## src/rtl/gat_bram_load_ctrl.sv

```systemverilog
// gat_bram_load_ctrl: multi-channel host-to-BRAM loader with load tracking and core run sequencing
module gat_bram_load_ctrl #(
   parameter int TOP_WIDTH = 32,
   parameter int NUM_CH    = 4,
   parameter int ADDR_W    = 18,
   parameter int DEPTH     = 242101,
   parameter int CNT_W     = ADDR_W + 1
) (
   input  logic                          clk,
   input  logic                          rst,
   input  logic [NUM_CH*TOP_WIDTH-1:0]   host_din,
   input  logic [NUM_CH-1:0]             host_ena,
   input  logic [NUM_CH-1:0]             host_wea,
   input  logic [NUM_CH*(ADDR_W+2)-1:0]  host_addra,
   input  logic [NUM_CH-1:0]             host_load_done,
   input  logic [NUM_CH*CNT_W-1:0]       host_expected,
   input  logic                          host_clear,
   input  logic                          core_done,
   output logic [NUM_CH*TOP_WIDTH-1:0]   bram_din,
   output logic [NUM_CH-1:0]             bram_wen,
   output logic [NUM_CH*ADDR_W-1:0]      bram_addr,
   output logic                          core_start,
   output logic [NUM_CH-1:0]             load_done,
   output logic                          gat_ready,
   output logic [TOP_WIDTH-1:0]          dbg_status
);
   typedef enum logic [1:0] {IDLE = 2'd0, LOADING = 2'd1, RUN = 2'd2, DONE = 2'd3} state_t;
   localparam logic [ADDR_W:0] depth_w = (ADDR_W+1)'(DEPTH);
   state_t state, state_nxt;
   logic open_st;
   logic [NUM_CH-1:0] wr, bad, acc, done_set, ld_nxt, err_addr, err_lock;
   logic [CNT_W-1:0] wr_cnt [NUM_CH];
   logic [CNT_W-1:0] cnt_nxt [NUM_CH];
   assign open_st = (state == IDLE) || (state == LOADING);
   for (genvar c = 0; c < NUM_CH; c++) begin : g_ch
      logic [ADDR_W-1:0] wa;
      logic [CNT_W-1:0] exp_cnt;
      assign wa          = host_addra[c*(ADDR_W+2)+2 +: ADDR_W];
      assign exp_cnt     = host_expected[c*CNT_W +: CNT_W];
      assign wr[c]       = host_ena[c] & host_wea[c];
      assign bad[c]      = (host_addra[c*(ADDR_W+2) +: 2] != 2'b00) || ({1'b0, wa} >= depth_w);
      assign acc[c]      = wr[c] & open_st & ~bad[c] & ~host_clear;
      assign cnt_nxt[c]  = &wr_cnt[c] ? wr_cnt[c] : wr_cnt[c] + 1'b1;
      // count-based completion sees the post-increment count so it lands with the strobe
      assign done_set[c] = open_st & (host_load_done[c] | ((exp_cnt != '0) & acc[c] & (cnt_nxt[c] == exp_cnt)));
   end
   assign ld_nxt    = load_done | done_set;
   assign gat_ready = (state == DONE);
   always_comb begin
      state_nxt = state;
      if (host_clear) state_nxt = IDLE;
      else case (state)
         IDLE:    state_nxt = &ld_nxt ? RUN : (|acc || |done_set) ? LOADING : IDLE;
         LOADING: state_nxt = &ld_nxt ? RUN : LOADING;
         RUN:     state_nxt = core_done ? DONE : RUN;
         default: state_nxt = DONE;
      endcase
   end
   always_ff @(posedge clk) begin
      if (rst) begin
         state      <= IDLE;
         core_start <= 1'b0;
         load_done  <= '0;
         err_addr   <= '0;
         err_lock   <= '0;
         bram_wen   <= '0;
         bram_din   <= '0;
         bram_addr  <= '0;
         for (int i = 0; i < NUM_CH; i++) wr_cnt[i] <= '0;
      end else begin
         state      <= state_nxt;
         core_start <= (state_nxt == RUN) && (state != RUN);
         bram_wen   <= acc;
         for (int i = 0; i < NUM_CH; i++) begin
            if (acc[i]) begin
               bram_din[i*TOP_WIDTH +: TOP_WIDTH] <= host_din[i*TOP_WIDTH +: TOP_WIDTH];
               bram_addr[i*ADDR_W +: ADDR_W]      <= host_addra[i*(ADDR_W+2)+2 +: ADDR_W];
            end
         end
         if (host_clear) begin
            load_done <= '0;
            err_addr  <= '0;
            err_lock  <= '0;
            for (int i = 0; i < NUM_CH; i++) wr_cnt[i] <= '0;
         end else begin
            load_done <= ld_nxt;
            err_addr  <= err_addr | (wr & bad);
            err_lock  <= err_lock | (wr & {NUM_CH{~open_st}});
            for (int i = 0; i < NUM_CH; i++) if (acc[i]) wr_cnt[i] <= cnt_nxt[i];
         end
      end
   end
   always_comb begin
      dbg_status                            = '0;
      dbg_status[1:0]                       = state;
      dbg_status[NUM_CH+1:2]                = load_done;
      dbg_status[2*NUM_CH+1:NUM_CH+2]       = err_addr;
      dbg_status[3*NUM_CH+1:2*NUM_CH+2]     = err_lock;
      dbg_status[4*NUM_CH+1:3*NUM_CH+2]     = bram_wen;
   end
endmodule
```

## config.mk

```make
export PLATFORM = sky130hd
export DESIGN_NAME = gat_bram_load_ctrl
export DESIGN_NICKNAME = d
export VERILOG_FILES = /design/src/rtl/gat_bram_load_ctrl.sv
export SDC_FILE = /design/constraint.sdc
export NUM_CORES = 1
export LEC_CHECK = 0
export CAP_MARGIN = 15
export CORE_AREA = 3 3 207 209
export CTS_BUF_LIST = sky130_fd_sc_hd__clkbuf_4 sky130_fd_sc_hd__clkbuf_8 sky130_fd_sc_hd__clkbuf_16
export DETAILED_ROUTE_END_ITERATION = 12
export DIE_AREA = 0 0 210 212
export PLACE_DENSITY = 0.71
export SYNTH_ARGS = -nofsm -noshare
export SYNTH_HDL_FRONTEND = slang
export SYNTH_SLANG_ARGS = --single-unit
```

## constraint.sdc

```tcl
create_clock -name clk -period 4.2 [get_ports clk]
set_clock_uncertainty 0.2 [all_clocks]
set_input_delay 0.84 -clock clk [delete_from_list [all_inputs] [get_ports clk]]
set_output_delay 0.84 -clock clk [all_outputs]
set_load 0.01 [all_outputs]
```

### Word level (Yosys, flattened, before mapping)

Memories as Yosys holds them, arrays and structs flattened.
Index checks and enable logic that the tools add are counted.

| cells by class | value |
|---|---|
| $mul | 0 |
| bitwise gates (word level) | 51 |
| mux-type cells | 39 |
| div/mod/pow operators | 0 |
| reduce and logical (&&, ||, !) cells | 24 |
| shifts and indexed selects | 0 |
| order comparisons | 4 |
| equality and inequality tests | 9 |
| add/sub/neg operators | 4 |

Operators by type and width:

| kind | count |
|---|---|
| $mux W19 | 12 |
| $add A19 B1 Y19 const B | 4 |
| $eq A19 B19 Y1 | 4 |
| $reduce_and A19 Y1 | 4 |
| $reduce_bool A19 Y1 | 4 |
| $ge A18 B18 Y1 const B | 4 |
| $and A1 B1 Y1 | 28 |
| $mux W1 | 23 |
| $or A1 B1 Y1 | 12 |
| $or A4 B4 Y4 | 3 |
| $and A4 B4 Y4 | 2 |
| $reduce_bool A2 Y1 | 4 |
| $reduce_or A4 Y1 | 2 |
| $eq A2 B2 Y1 const B | 3 |
| $logic_or A1 B1 Y1 | 6 |
| $mux W2 | 3 |
| $not A1 Y1 | 6 |
| $pmux W2 S3 | 1 |
| $reduce_and A4 Y1 | 1 |
| $eq A2 B1 Y1 const B | 1 |
| $logic_not A2 Y1 | 1 |
| $ne A2 B2 Y1 const B | 1 |
| $reduce_or A2 Y1 | 1 |
| $logic_and A1 B1 Y1 | 1 |

| storage, ports and cells | value |
|---|---|
| output and inout port bits | 242 |
| bits in latches | 0 |
| bits in read-only memories | 0 |
| input port bits | 300 |
| memories | 1 |
| flip-flop bits (word level) | 219 |
| RAM bits | 76 |
| word-level logic and storage cells | 146 |

Memory list:

| memory | depth | width | rd ports | clocked after Yosys merged registers in | wr ports | RTL line | text |
|---|---|---|---|---|---|---|---|
| wr_cnt | 4 | 19 | 4 | 0 | 4 | 32 | `logic [CNT_W-1:0] wr_cnt [NUM_CH];` |

### Logic depth before layout (Yosys ltp)

| logic depth | value |
|---|---|
| word-level depth | 17 |
| mapped depth | 13 |
| gate-level depth less buffers | 11 |

### Worst setup path before layout

Ideal clock, no wire load.

| timing | value |
|---|---|
| path type | in2reg |
| start point | in host_addra[22] |
| end point | mem wr_cnt[1][0] in the netlist's numbering (enable) |
| library setup time | 0.376 ns |
| slack | 0.686 ns |
| arrival time | 2.939 ns |
| path buffers | 1 |
| data required time | 3.624 ns |
| stages | 9 |
| cells stage by stage | o21a_1 -> o311ai_1 -> o21ai_0 -> and4_1 -> a2111oi_0 -> nor2b_1 -> nand2_1 -> clkbuf_1 -> nand2_1 |

RTL lines:

| what | RTL line | text |
|---|---|---|
| from (decl) | 14 | `input logic [NUM_CH*(ADDR_W+2)-1:0] host_addra,` |
| to (decl) | 32 |  |

==> metrics.txt <==
# TYPE chip_impl_metric gauge
chip_impl_metric{name="timing.slew.headroom",unit=""} 0.288
chip_impl_metric{name="port_buffers",unit=""} 527
chip_impl_metric{name="post_cts_hold_buffer_count",unit=""} 0
chip_impl_metric{name="antenna_cells_inserted",unit=""} 0
chip_impl_metric{name="final_layout_size_suffix_gt1_frac",unit=""} 0.0578
chip_impl_metric{name="combinationalPowerShare",unit=""} 0.111
chip_impl_metric{name="ys.warnings.count",unit=""} 0
chip_impl_metric{name="core_area",unit="sq um"} 41000
chip_impl_metric{name="final.min_clock_period",unit="ns"} 3.83
chip_impl_metric{name="syn_area",unit="sq um"} 14600
chip_impl_info{name="critical_path.endpoint_type",value="register"} 1
chip_impl_metric{name="netlist_instances",unit=""} 1839
chip_impl_metric{name="clkSlewWorstSetupHoldPaths",unit="ns"} 0.06
chip_impl_metric{name="finalHoldViolCount",unit=""} 0
chip_impl_metric{name="num-nets-final",unit=""} 2630
chip_impl_metric{name="ctsResizeCount",unit=""} 0
chip_impl_metric{name="grt_first_pass_wirelength",unit="microns"} 85100
chip_impl_metric{name="numCtsBuffers",unit=""} 36
chip_impl_metric{name="grt_start_max_net_pins",unit=""} 99
chip_impl_metric{name="top_level_ports",unit=""} 542
chip_impl_metric{name="fin_crit_sh",unit=""} 0.912
chip_impl_metric{name="seq_power_share",unit=""} 0.434
chip_impl_metric{name="register_to_register_setup_slack",unit="ns"} 0.37
chip_impl_metric{name="cts_num_sinks",unit=""} 295
chip_impl_metric{name="worst_pin_slew",unit="ns"} 1.07
chip_impl_metric{name="ys_seq_area_frac",unit=""} 0.443
chip_impl_metric{name="net-switching-power",unit="mW"} 1.67
chip_impl_metric{name="finalWirelength",unit="microns"} 56500
chip_impl_metric{name="report.power.total",unit="mW"} 6.91
chip_impl_metric{name="cp.required",unit="ns"} 4.42
chip_impl_metric{name="max-vdd-ir-drop",unit="V"} 0.000268
chip_impl_info{name="tritoncts",value="yes"} 1
chip_impl_metric{name="leftover_overflow_at_the_end_of_global_routing",unit=""} 0
chip_impl_metric{name="async_reset_ff_frac",unit=""} 0
chip_impl_metric{name="std_cell_rows",unit=""} 74
chip_impl_info{name="clock-root-buffer",value="sky130_fd_sc_hd__clkbuf_16"} 1
chip_impl_info{name="grt_setup_unrepaired",value="no"} 1
chip_impl_metric{name="dp_worst_setup_slack",unit="ns"} 0.115
chip_impl_metric{name="fmax",unit="MHz"} 261
chip_impl_info{name="min_to",value="bram_din[124]$_SDFFE_PP0P_"} 1
chip_impl_metric{name="timing.setup.tns",unit="ns"} 0
chip_impl_metric{name="routabilityCongestion",unit=""} 0.958
chip_impl_metric{name="die_footprint",unit="sq um"} 44500
chip_impl_info{name="status",value="completed"} 1
chip_impl_metric{name="internal-power",unit="mW"} 5.24
chip_impl_metric{name="fillerInstances",unit=""} 3853
chip_impl_metric{name="max_cap_violations",unit=""} 0
chip_impl_metric{name="drt_first_iter_violations",unit=""} 1348
chip_impl_metric{name="drc_errors",unit=""} 0
chip_impl_metric{name="grt_antenna_before_repair",unit=""} 0
chip_impl_metric{name="dr_total_vias",unit=""} 15500
chip_impl_metric{name="yosys.cell_types.count",unit=""} 88
chip_impl_metric{name="avgSynthCellArea",unit="sq um"} 7.94
chip_impl_metric{name="power_leakage",unit="nW"} 7.25
chip_impl_metric{name="ctsHtreeMaxLevel",unit=""} 2
chip_impl_metric{name="post_synth_edffs",unit=""} 57
chip_impl_metric{name="grt_pass1_vias",unit=""} 15000
chip_impl_info{name="launching_point_of_the_worst_reg2reg_path",value="wr_cnt[2][0]$_SDFFE_PP0P_"} 1
chip_impl_metric{name="ant_nets",unit=""} 0
chip_impl_metric{name="setup_viol_count_final",unit=""} 0
chip_impl_metric{name="worstPathMaxFanout",unit=""} 7
chip_impl_metric{name="switching_share_of_total_power",unit=""} 0.242
chip_impl_metric{name="power.density",unit="nW/um^2"} 321
chip_impl_info{name="leading_register_cell_type_out_of_synthesis",value="sky130_fd_sc_hd__dfxtp_1"} 1
chip_impl_metric{name="report.final.slew_viol_count",unit=""} 0
chip_impl_info{name="hold_path_startpoint",value="bram_din[124]$_SDFFE_PP0P_"} 1
chip_impl_metric{name="pwr-share-clk",unit=""} 0.455
chip_impl_metric{name="data_arrival_time_of_the_worst_path",unit="ns"} 4.05
chip_impl_info{name="hold_path_class",value="register to register"} 1
chip_impl_metric{name="dieHeight",unit="microns"} 212
chip_impl_metric{name="worstHoldPathCells",unit=""} 2
chip_impl_metric{name="yosys_register_bits",unit=""} 295
chip_impl_metric{name="timing.final.ws_setup",unit="ns"} 0.371
chip_impl_metric{name="drt-vias-per-instance",unit=""} 5.37
chip_impl_metric{name="die_w",unit="microns"} 210
chip_impl_info{name="timing.setup.critical_path_class",value="register to register"} 1
chip_impl_info{name="critical_path.reg2reg.endpoint",value="state[0]$_SDFF_PP0_"} 1
chip_impl_metric{name="drt_pre_antenna_iters",unit=""} 7
chip_impl_info{name="critical_path.startpoint_type",value="register"} 1
chip_impl_metric{name="area_overhead_vs_synth",unit="%"} 47.5
chip_impl_metric{name="start_util",unit=""} 0.356
chip_impl_metric{name="postCtsSetupBuffers",unit=""} 0
chip_impl_metric{name="reg2reg_depth",unit=""} 11
chip_impl_metric{name="worst_skew_pair.late_latency",unit="ns"} 0.53
chip_impl_metric{name="clockBufferDepth",unit=""} 3
chip_impl_metric{name="post_drt_wl_per_cell",unit="microns"} 19.6
chip_impl_metric{name="gr-usage-all-layers",unit=""} 0.240
chip_impl_metric{name="post-dp-hpwl",unit="microns"} 42700
==> area by class of cell <==
type	instances	area, sq um	area share
clock buffer	49	1090	0.0505
multi-input combinational	1395	7480	0.347
clock inverter	15	116	0.00540
sequential	295	6480	0.300
timing repair buffer	565	5600	0.260
tap	532	666	0.0309
inverter	33	124	0.00575
==> worst max path at each step <==
stage                                       to                       from  cells past startpoint
floorplan           wr_cnt[1][0]$_SDFFCE_PN0P_             host_addra[22]                      9
global placement           state[0]$_SDFF_PP0_             host_addra[73]                     11
detailed placement         state[0]$_SDFF_PP0_             host_addra[22]                     12
CTS                        state[0]$_SDFF_PP0_  wr_cnt[2][0]$_SDFFE_PP0P_                     11
global route               state[0]$_SDFF_PP0_  wr_cnt[2][0]$_SDFFE_PP0P_                     11
finish                     state[0]$_SDFF_PP0_  wr_cnt[2][0]$_SDFFE_PP0P_                     11
==> metal layers <==
metal,vias up,track usage,wire (microns)
met3,117,0.0639,5060
met4,0,0.0874,1870
met1,7330,0.303,23000
li1,7361,-,-
met2,691,0.398,26600
met5,-,0,0
==> cells by family (layout without fill, tap and decap cells) <==
logic type	Yosys count	count (layout)	synth area share
xor gates and xnor gates	97	97	0.0601
and+or+nand+nor	863	863	0.271
DFF	295	295	0.443
buffers and inverters	162	662	0.0492
muxes	8	8	0.00557
other	1	14	0.000257
AOI/OAI and AO/OA	408	408	0.166
adders and majority gates	5	5	0.00411
==> state kept, by name, summed over array words and instances, names as in the netlist <==
signal,cells
load_done,4
wr_cnt,76
core_start,1
err_lock,4
bram_din,128
err_addr,4
bram_addr,72
state,2
bram_wen,4
==> power by group through the flow <==
| stage | Sequential (mW) | Combinational [mW] | Clock [mW] |
|---|---|---|---|
| 3_3_place_gp | 3.06 | 0.755 | 0 |
| 3_5_place_dp | 3.06 | 0.758 | 0 |
| 6_report | 3.00 | 0.767 | 3.15 |
| 2_1_floorplan | 3.05 | 0.275 | 0 |
| 5_1_grt | 3.01 | 0.819 | 3.34 |
| 4_1_cts | 3.00 | 0.764 | 3.23 |
==> synth_stat cells, types with 15 or more instances <==
| cell type | count | area (sq um) |
|---|---|---|
| sky130_fd_sc_hd__o21ai_0 | 33 | 165 |
| sky130_fd_sc_hd__xor2_1 | 40 | 350 |
| sky130_fd_sc_hd__nor2_1 | 114 | 428 |
| sky130_fd_sc_hd__a21oi_1 | 253 | 1270 |
| sky130_fd_sc_hd__and4_1 | 15 | 131 |
| sky130_fd_sc_hd__a31oi_1 | 20 | 125 |
| sky130_fd_sc_hd__nand2_1 | 487 | 1830 |
| sky130_fd_sc_hd__edfxtp_1 | 57 | 1710 |
| sky130_fd_sc_hd__buf_2 | 15 | 75.1 |
| sky130_fd_sc_hd__nor4_1 | 36 | 225 |
| sky130_fd_sc_hd__and3_1 | 22 | 138 |
| sky130_fd_sc_hd__xnor2_1 | 55 | 482 |
| sky130_fd_sc_hd__buf_4 | 24 | 180 |
| sky130_fd_sc_hd__nand3_1 | 52 | 260 |
| sky130_fd_sc_hd__dfxtp_1 | 238 | 4760 |
| sky130_fd_sc_hd__clkbuf_1 | 86 | 323 |
| sky130_fd_sc_hd__inv_1 | 33 | 124 |
| sky130_fd_sc_hd__nor3_1 | 35 | 175 |
| sky130_fd_sc_hd__nand4_1 | 38 | 238 |
==> metrics by stage <==
step	instance area (sq um)	hold slack [ns]	instances	utilization
2_1_floorplan	14700	0.268	1852	-
3_3_place_gp	20300	0.237	2820	0.496
3_5_place_dp	20300	0.243	2820	0.496
4_1_cts	21600	0.251	2884	0.526
5_1_grt	21600	0.264	2884	0.526
6_report	21600	0.250	2884	0.526
==> critical path, stage by stage, from the launching register on <==
cell and delay (ns):
sky130_fd_sc_hd__dfxtp_1 0.48, sky130_fd_sc_hd__ha_1 0.22, sky130_fd_sc_hd__nand3_1 0.27, sky130_fd_sc_hd__nor4_2 0.62, sky130_fd_sc_hd__nand2_1 0.30, sky130_fd_sc_hd__and3_1 0.26
sky130_fd_sc_hd__o21a_1 0.16, sky130_fd_sc_hd__a2111oi_0 0.47, sky130_fd_sc_hd__a31oi_1 0.21, sky130_fd_sc_hd__a21oi_1 0.21, sky130_fd_sc_hd__nand4_1 0.15, sky130_fd_sc_hd__o311a_1 0.16
==> cell usage in the layout (no fill, tap or decap), drive strengths merged, types with 49 or more instances in the layout <==
| master | Yosys | layout |
|---|---|---|
| edfxtp | 57 | 57 |
| a21oi | 253 | 253 |
| dfxtp | 238 | 238 |
| clkdlybuf4s50 | 0 | 526 |
| clkbuf | 87 | 49 |
| xnor2 | 55 | 55 |
| nor2 | 116 | 116 |
| nand2 | 487 | 487 |
| nand3 | 55 | 55 |
No activity file was read; power rests on OpenSTA's default activity.
